`config.mk`:
```
export PLATFORM = sky130hd
export DESIGN_NAME = lut_ptr_file
export DESIGN_NICKNAME = d
export VERILOG_FILES = /design/src/rtl/lut_pkg.sv /design/src/rtl/lut_ptr_entry.sv /design/src/rtl/lut_ptr_file.sv
export SDC_FILE = /design/constraint.sdc
export NUM_CORES = 1
export LEC_CHECK = 0
export ABC_AREA = 1
export CORE_MARGIN = 2
export CORE_UTILIZATION = 50
export CTS_BUF_LIST = sky130_fd_sc_hd__clkbuf_8
export CTS_CLUSTER_SIZE = 10
export DETAILED_ROUTE_END_ITERATION = 16
export PLACE_DENSITY = 0.73
export SLEW_MARGIN = 20
export SYNTH_ARGS = -nofsm -noshare
export SYNTH_HDL_FRONTEND = slang
export SYNTH_SLANG_ARGS = --single-unit
```
`constraint.sdc`:
```
create_clock -name clk -period 2.5 [get_ports clk]
set_input_delay 0.5 -clock clk [delete_from_list [all_inputs] [get_ports clk]]
set_output_delay 0.5 -clock clk [all_outputs]
set_load 0.02 [all_outputs]
```
`src/rtl/lut_pkg.sv`:
```
// rtl/lut_pkg.sv - shared constants, entry type and reset presets for the pointer file
package lut_pkg;

  localparam int LUT_DATA_W = 8;
  localparam int LUT_DEPTH  = 32;
  localparam int LUT_IDX_W  = 5;
  localparam int LUT_STEP   = 1;

  typedef logic [LUT_DATA_W-1:0] lut_entry_t;

  // Preset data-memory base addresses; every other entry starts at zero.
  function automatic int unsigned lut_reset_val(input int idx);
    case (idx)
      0:       return 32'd14;
      1:       return 32'd20;
      2:       return 32'd127;
      default: return 32'd0;
    endcase
  endfunction

endpackage

```
`src/rtl/lut_ptr_entry.sv`:
```
// rtl/lut_ptr_entry.sv - one pointer register with write-over-increment priority
module lut_ptr_entry
  import lut_pkg::*;
#(
  parameter int DATA_W = LUT_DATA_W,
  parameter int STEP   = LUT_STEP
) (
  input  logic              clk,
  input  logic              reset,
  input  logic [DATA_W-1:0] reset_val,
  input  logic              wr_hit,
  input  logic              inc_hit,
  input  logic [DATA_W-1:0] wr_data,
  output logic [DATA_W-1:0] val_o
);

  logic [DATA_W-1:0] val_d;
  logic [DATA_W-1:0] val_q;

  // A colliding write replaces the entry outright, so the increment is dropped.
  always_comb begin
    val_d = val_q;
    if (wr_hit) begin
      val_d = wr_data;
    end else if (inc_hit) begin
      val_d = val_q + DATA_W'(STEP);
    end
  end

  // Entry register, reloaded with its preset on reset.
  always_ff @(posedge clk) begin
    if (reset) begin
      val_q <= reset_val;
    end else begin
      val_q <= val_d;
    end
  end

  assign val_o = val_q;

endmodule

```
`src/rtl/lut_ptr_file.sv`:
```
// rtl/lut_ptr_file.sv - writable pointer file with registered read and post-increment; optional LUT_PTR_WRAP_FLAG_EN adds wrap_o
module lut_ptr_file
  import lut_pkg::*;
#(
  parameter int DATA_W = LUT_DATA_W,
  parameter int DEPTH  = LUT_DEPTH,
  parameter int IDX_W  = LUT_IDX_W,
  parameter int STEP   = LUT_STEP
) (
  input  logic              clk,
  input  logic              reset,
  input  logic              rd_en,
  input  logic [IDX_W-1:0]  rd_idx,
  input  logic              rd_inc,
  input  logic              wr_en,
  input  logic [IDX_W-1:0]  wr_idx,
  input  logic [DATA_W-1:0] wr_data,
  output logic [DATA_W-1:0] dm_o,
  output logic              dm_valid
`ifdef LUT_PTR_WRAP_FLAG_EN
  ,
  output logic              wrap_o
`endif
);

  logic [DATA_W-1:0] ent [DEPTH];
  logic [DEPTH-1:0]  wr_hit;
  logic [DEPTH-1:0]  inc_hit;
  logic [DATA_W-1:0] rd_val;

  logic [DATA_W-1:0] dm_d;
  logic [DATA_W-1:0] dm_q;
  logic              dm_valid_d;
  logic              dm_valid_q;

  // Hit decode only covers real entries, so out-of-range indices touch nothing.
  always_comb begin
    wr_hit  = '0;
    inc_hit = '0;
    for (int i = 0; i < DEPTH; i++) begin
      wr_hit[i]  = wr_en && (wr_idx == IDX_W'(i));
      inc_hit[i] = rd_en && rd_inc && (rd_idx == IDX_W'(i));
    end
  end

  for (genvar g = 0; g < DEPTH; g++) begin : g_ent
    lut_ptr_entry #(
      .DATA_W (DATA_W),
      .STEP   (STEP)
    ) u_ent (
      .clk       (clk),
      .reset     (reset),
      .reset_val (DATA_W'(lut_reset_val(g))),
      .wr_hit    (wr_hit[g]),
      .inc_hit   (inc_hit[g]),
      .wr_data   (wr_data),
      .val_o     (ent[g])
    );
  end

  // Read mux; an index past the last entry reads as zero.
  always_comb begin
    rd_val = '0;
    for (int i = 0; i < DEPTH; i++) begin
      if (rd_idx == IDX_W'(i)) begin
        rd_val = ent[i];
      end
    end
  end

  // Output register holds its value when no read is requested.
  always_comb begin
    dm_d       = rd_en ? rd_val : dm_q;
    dm_valid_d = rd_en;
  end

  // Registered read result.
  always_ff @(posedge clk) begin
    if (reset) begin
      dm_q       <= '0;
      dm_valid_q <= 1'b0;
    end else begin
      dm_q       <= dm_d;
      dm_valid_q <= dm_valid_d;
    end
  end

  assign dm_o     = dm_q;
  assign dm_valid = dm_valid_q;

`ifdef LUT_PTR_WRAP_FLAG_EN
  localparam logic [IDX_W:0] DEPTH_L = (IDX_W+1)'(DEPTH);

  logic [DATA_W:0] inc_sum;
  logic            rd_in_range;
  logic            wrap_d;
  logic            wrap_q;

  // Carry out of the post-increment, suppressed when a same-index write wins.
  always_comb begin
    inc_sum     = {1'b0, rd_val} + (DATA_W+1)'(STEP);
    rd_in_range = ({1'b0, rd_idx} < DEPTH_L);
    wrap_d      = rd_en && rd_inc && rd_in_range && inc_sum[DATA_W]
                  && !(wr_en && (wr_idx == rd_idx));
  end

  // Wrap flag registered alongside dm_o.
  always_ff @(posedge clk) begin
    if (reset) begin
      wrap_q <= 1'b0;
    end else begin
      wrap_q <= wrap_d;
    end
  end

  assign wrap_o = wrap_q;
`endif

endmodule

```
==> out/qor.yml, run 1 <==
status:
  status: "finished clean"
floorplanning:
  std_cell_rows: 67
  die_x_um: 187
  die_h_um: 187
  dieArea_um2: 35100
  ios: 32
  core_area_um2: 33400
  initial_utilization_pct: 50.4
synthesis:
  yosysTopAreaCellShare_pct: 31.5
  yosys_warnings: 0
  synth_top_flop_cell: "dfxtp_1"
  ys_seq_area_share_pct: 31.5
  synth_nets: 2684
  synth_common_cells: "768 x nand2_1, 352 x inv_1, 265 x dfxtp_1"
  ys_seq_elements: 265
  syn-instance-count: 2629
  synth_edf_count: 0
  ys_async_sr_fraction_pct: 0
  syn_area_per_cell_um2: 6.40
  synth_cell_types: 41
  netlist_area_um2: 16800
  synth_area_leaders: "dfxtp_1 32%, nand2_1 17%, inv_1 7.9%"
  synth_top_area_cell: "dfxtp_1"
  yosysMostFrequentCell: "nand2_1"
timing:
  fin_skew_ps: 21.7
  fin_hold_ws_ps: 235
  fin_crit_ps: 2360
  slew_viol_final: 0
  slew_headroom_pct: 53.8
  max_freq_mhz: 425
  setup_ws_ps: 144
  worst_slew_pin_slew_ps: 687
  finalHoldViolCount: 0
  timing.final.crit_share_pct: 94.2
  rsz0062_at_grt: "true"
  setup_viol: 0
drt:
  vias: 19000
  drt-total-wl_mm: 59.0
  ant_nets: 0
  wl_per_cell_um: 17.5
  drc: 0
  avgViaCountPerCell: 5.65
  initialDrtViolationCount: 2210
  drt_pre_antenna_iters: 6
placement:
  port_buffers: 31
  pre_cts_ws_ps: -943
  placedCellCount: 3282
  gp_congestion: 1.04
  place_hpwl_mm: 42.9
power_and_ir_drop:
  peakVddDrop_mv: 0.492
  power_mw: 9.33
  power_density_nw_per_um2: 457
  p_leak_nw: 8.35
final_layout:
  layout.nets: 2944
  final_cells: 3371
  drive_above_1_share_pct: 14.0
  num_antenna_cells: 0
  syn2layout_area_growth_pct: 21.3
  final_util_pct: 61.1
grt:
  grt_pass1_vias: 17400
  grt_max_degree: 92
  antenna_found_initial: 0
  overflow: 0
  grt_pass1_wl_mm: 92.9
  grt_usage_pct: 33.1
critical_path:
  cp_data_arrival_time_ps: 2850
  critPathCaptureType: "flop"
  worstPathMaxFanout: 7
  start_kind: "primary input"
  crit_type: "in2reg"
  crit_required_ps: 2990
clocking:
  root_buffer: "clkbuf_8"
  cts.path.max_buffers: 3
  cts_tree: "built"
  cts_made_buffers: 48
  clk_pin_slew_worst_paths_ps: 70
  cts_hold_buf: 0
  clock_sinks: 265
  h-tree-depth: 2
  clock_latency_ps: 620
flow_run:
  maxCapViolCount: 0
hold_path:
  hp-class: "in2reg"
[metrics by stage]
stage	instance area [µm²]	setup TNS, ps
6_report	20400	0
5_1_grt	20400	-62.1
4_1_cts	20300	0
3_5_place_dp	19300	-50490
3_3_place_gp	19300	-43530
2_1_floorplan	16800	0
[cells in the final DEF, fill, tap and decap left out, drive strengths merged]
cell type | netlist | final
nor4 | 5 | 5
nand3b | 12 | 12
a32oi | 5 | 5
or4 | 1 | 1
ha | 32 | 32
xor2 | 127 | 127
nand4 | 51 | 51
o211ai | 40 | 40
inv | 365 | 382
a22oi | 32 | 32
clkbuf | 66 | 65
o22ai | 4 | 4
a21oi | 136 | 136
o2111ai | 4 | 4
buf | 5 | 258
o221ai | 9 | 9
a221oi | 12 | 12
a31oi | 116 | 116
a21boi | 1 | 1
a211oi | 6 | 6
or2 | 16 | 16
nor3b | 2 | 2
clkdlybuf4s50 | 0 | 20
clkinv | 2 | 7
xnor2 | 23 | 23
nor3 | 57 | 57
nand3 | 118 | 118
nand2 | 769 | 769
nor2 | 259 | 259
o21ai | 86 | 86
dfxtp | 265 | 265
o21a | 3 | 3
[final cells by class]
| cell class | count | area [µm²] |
|---|---|---|
| Clock buffer | 62 | 853 |
| Fill cell | 3186 | 13000 |
| Sequential cell | 265 | 5320 |
| Tap cell | 448 | 561 |
| Timing Repair Buffer | 281 | 2260 |
| Inverter | 367 | 1380 |
| Clock inverter | 22 | 88.8 |
| Multi-Input combinational cell | 1926 | 9940 |
[critical path: stages]
cell and delay, ps:
clkbuf_2 160, inv_2 90, nor2_4 50, buf_6 110
nand2_2 80, nor2_4 70, buf_4 140, a21oi_2 130
nand4_1 130, nand2_1 110, nand4_1 90, nor2_1 100
nand4_1 90, nand2_1 120, nand4_1 80, nand2_1 70
nand3_1 110, nand2_1 90, nand4_1 110, nand2_1 90
nand3_1 90, nand2_1 70, nand2_1 50, nand2_1 50
a21oi_1 60
[path summary, 6_finish.rpt]
check	startpoint	endpoint	slack, ps	depth (start not counted)
hold reg to reg	g_ent[30].u_ent.val_o[4]	g_ent[30].u_ent.val_o[4]	470	2
setup / recovery	rd_idx[1]	dm_o[2]	140	25
setup reg to reg	g_ent[1].u_ent.val_o[3]	dm_o[3]	160	20
hold / removal	wr_data[2]	g_ent[30].u_ent.val_o[2]	230	3
[kinds of logic after synthesis]
family	share of synthesized area [%]
buffers and inverters	9.84
DFF	31.5
xor gates and xnor gates	7.81
AOI/OAI and AO/OA	16.3
adders and majority gates	2.38
and+or+nand+nor	32.1
[sequential cells by signal, indices dropped and copies added (netlist names)]
signal,count
g_ent.u_ent.val_o,256
dm_o,8
dm_valid,1
[where the power goes]
part	leakage, nW	switching, mW	internal, mW
Combinational	5.66	0.583	0.290
Sequential	2.14	0.0584	4.27
Clock	0.556	1.92	2.20
Total	8.35	2.56	6.77
[per-layer routing]
metal	up-vias	wire length (µm)	track usage, %
met5	-	0	0
met4	0	2230	13.1
met3	151	6110	6.21
met2	973	24600	50.0
met1	8797	26100	46.6
li1	9112	-	-
[repair_timing]
action / in CTS / in global routing
setup endpoints to repair: 9 / 9
gates resized for setup: 7 / 50
buffers inserted: 0 / 5
pin swaps: 0 / 17
Note: power is estimated with default switching activity, not from simulation.
==> run 2, diff against run 1 <==
--- a/config.mk
+++ b/config.mk
@@ -6,11 +6,11 @@
 export NUM_CORES = 1
 export LEC_CHECK = 0
 export ABC_AREA = 1
-export CORE_MARGIN = 2
 export CORE_UTILIZATION = 50
 export CTS_BUF_LIST = sky130_fd_sc_hd__clkbuf_8
 export CTS_CLUSTER_SIZE = 10
 export DETAILED_ROUTE_END_ITERATION = 16
+export GPL_ROUTABILITY_DRIVEN = 0
 export PLACE_DENSITY = 0.73
 export SLEW_MARGIN = 20
 export SYNTH_ARGS = -nofsm -noshare
==> constraint.sdc (replaced) <==
create_clock -name clk -period 2.4 [get_ports clk]
set_input_delay 0.48 -clock clk [delete_from_list [all_inputs] [get_ports clk]]
set_output_delay 0.48 -clock clk [all_outputs]
set_load 0.02 [all_outputs]
==> run 2 against run 1 <==
Sequential power is 4% higher. Via count increased by 0.17%. Worst hold slack got worse by 150 ps. Critical endpoint unchanged. Wire length down 2.0%. Largest cell class unchanged. Count of clock-buffer cells in the layout unchanged. Clock power up 5.1%.
==> out/qor.yml, run 2 (synthesized netlist as in run 1, its figures left out) <==
status:
  status: "finished clean"
placement:
  pre_cts_ws_ps: -999
  port_buffers: 31
  place_hpwl_mm: 41.5
  dpl_cell_area_um2: 19400
critical_path:
  max_stage_delay_ps: 350
  critPathLaunch: "g_ent[0].u_ent.val_o[2]"
  cp_data_arrival_time_ps: 2840
  crit_slowest_cell: "dfxtp_2"
  worstPathMaxFanout: 5
  path_common_cell: "nand2_1"
  crit_required_ps: 2880
  timing.rr.start: "g_ent[0].u_ent.val_o[2]"
  start_kind: "flop"
  crit_type: "reg2reg"
  crit_chain: "nand2_1 > nand3_2 > nor2_2 > nand4_1 > nand2_1 > nand4_1 > nor2_1 > nand4_1 > nand2_2 > nand4_1 > nand2_1 > nand3_2 > nand2_2 > nand4_1 > nand2_1 > nand3_1 > nand2_1 > nand2_1 > nand2_1 > a21oi_2"
  critPathCaptureType: "flop"
power_and_ir_drop:
  peakVddDrop_mv: 0.443
  p_seq_share_pct: 46.2
  clkPwrFrac_pct: 44.3
  internal_power_mw: 7.07
  pwr-share-comb_pct: 9.5
  p_leak_nw: 8.45
  power_density_nw_per_um2: 474
  swShare_pct: 27.6
  power_mw: 9.76
  power.switching_mw: 2.69
floorplanning:
  ios: 32
  core_area_um2: 32800
  die_x_um: 185
  dieArea_um2: 34400
  std_cell_rows: 66
  die_h_um: 185
  initial_utilization_pct: 51.3
timing:
  fin_skew_ps: 35.4
  worst_slew_pin_slew_ps: 680
  max_freq_mhz: 424
  slew_viol_final: 0
  setup_viol: 0
  fin_crit_ps: 2360
  rsz0062_at_grt: "true"
  finalHoldViolCount: 0
  setup_ws_ps: 41.3
  slew_headroom_pct: 54.7
  timing.final.crit_share_pct: 98.3
grt:
  grt_max_degree: 136
  grt_usage_pct: 33.8
  overflow: 0
  antenna_found_initial: 0
  grt_pass1_wl_mm: 91.4
  grt_pass1_vias: 17700
clocking:
  h-tree-depth: 2
  cts_made_buffers: 49
  clock_latency_ps: 620
  clock_sinks: 265
  cts.path.max_buffers: 3
  cts_tree: "built"
  clk_pin_slew_worst_paths_ps: 60
  cts_hold_buf: 0
  root_buffer: "clkbuf_8"
final_layout:
  num_antenna_cells: 0
  layout.nets: 2959
  final_common_cell: "nand2_1"
  design_area_um2: 20600
  syn2layout_area_growth_pct: 22.4
  multiInputGateArea_um2: 9990
  seqCellArea_um2: 5320
  fillCellCount: 2958
  largest_reg_flops: 256
  drive_above_1_share_pct: 14.9
  layout_common_cells: "755 x nand2_1, 362 x inv_1, 258 x dfxtp_1"
drt:
  ant_nets: 0
  drc: 0
  vias: 19100
  drt_pre_antenna_iters: 6
  drt-total-wl_mm: 57.8
  avgViaCountPerCell: 5.64
  initialDrtViolationCount: 2247
  wl_per_cell_um: 17.1
hold_path:
  hp-class: "in2reg"
  worst_hold_startpoint: "reset"
flow_run:
  maxCapViolCount: 0
run 2: changes by cell type in the layout (fill, tap and decap cells not counted), sizes merged:
cell,previous run,this run
buf,258,275
clkbuf,65,62
run 2: path summary, 6_finish.rpt:
path / to / slack (ps) / cells past startpoint
max: dm_o[2] / 40 / 20
min: g_ent[29].u_ent.val_o[7] / 80 / 2
max reg2reg: dm_o[2] / 40 / 20
min reg2reg: g_ent[30].u_ent.val_o[4] / 460 / 2
run 2: worst max-delay path, delay by kind of cell (launching register included):
kind / cells / cell delay, ps
AO/OA/AOI/OAI: 1 / 50
AND/OR/NAND/NOR: 19 / 1820
flip-flops: 1 / 350
run 2: metal layers:
metal	up-vias	GRT usage [%]	routed length, µm	share of wire (%)
met1	8678	45.0	24000	41
met2	1005	52.9	25200	43
met3	239	5.64	5950	10
li1	9144	-	-	-
met5	-	0	0	0
met4	0	16.3	2780	4.8
run 2: timing repair:
item / CTS / global route
setup endpoints to repair: 10 / 8
cloned: 0 / 0
hold endpoints to repair: 0 / 0
pin swaps: 24 / 43
buffers inserted: 7 / 3
resized for setup: 32 / 55
run 2: final cells by class:
cell class	count	area share, %
multi-input cells	1926	48.5
flip-flops and latches	265	25.8
repair buffers	295	11.6
inverters	367	6.73
clock buffers	62	4.14
well taps	442	2.69
clock inverters	22	0.456
run 2: power groups by stage:
stage          Combinational, mW  Sequential (mW)  Clock [mW]
2_1_floorplan              0.448             4.60           0
3_3_place_gp               0.864             4.60           0
3_5_place_dp               0.877             4.60           0
4_1_cts                    0.890             4.51        4.36
5_1_grt                    0.989             4.51        4.54
6_report                   0.928             4.51        4.33
run 2: metrics by stage:
step / cells / TNS [ps] / utilization [%] / hold slack, ps
3_5_place_dp: 3286 / -64890 / 59.2 / 459
5_1_grt: 3379 / -381 / 62.8 / 82.6
3_3_place_gp: 3286 / -56070 / 59.2 / 454
4_1_cts: 3377 / 0 / 62.4 / 63.0
6_report: 3379 / 0 / 62.8 / 79.9
2_1_floorplan: 2629 / 0 / - / 444
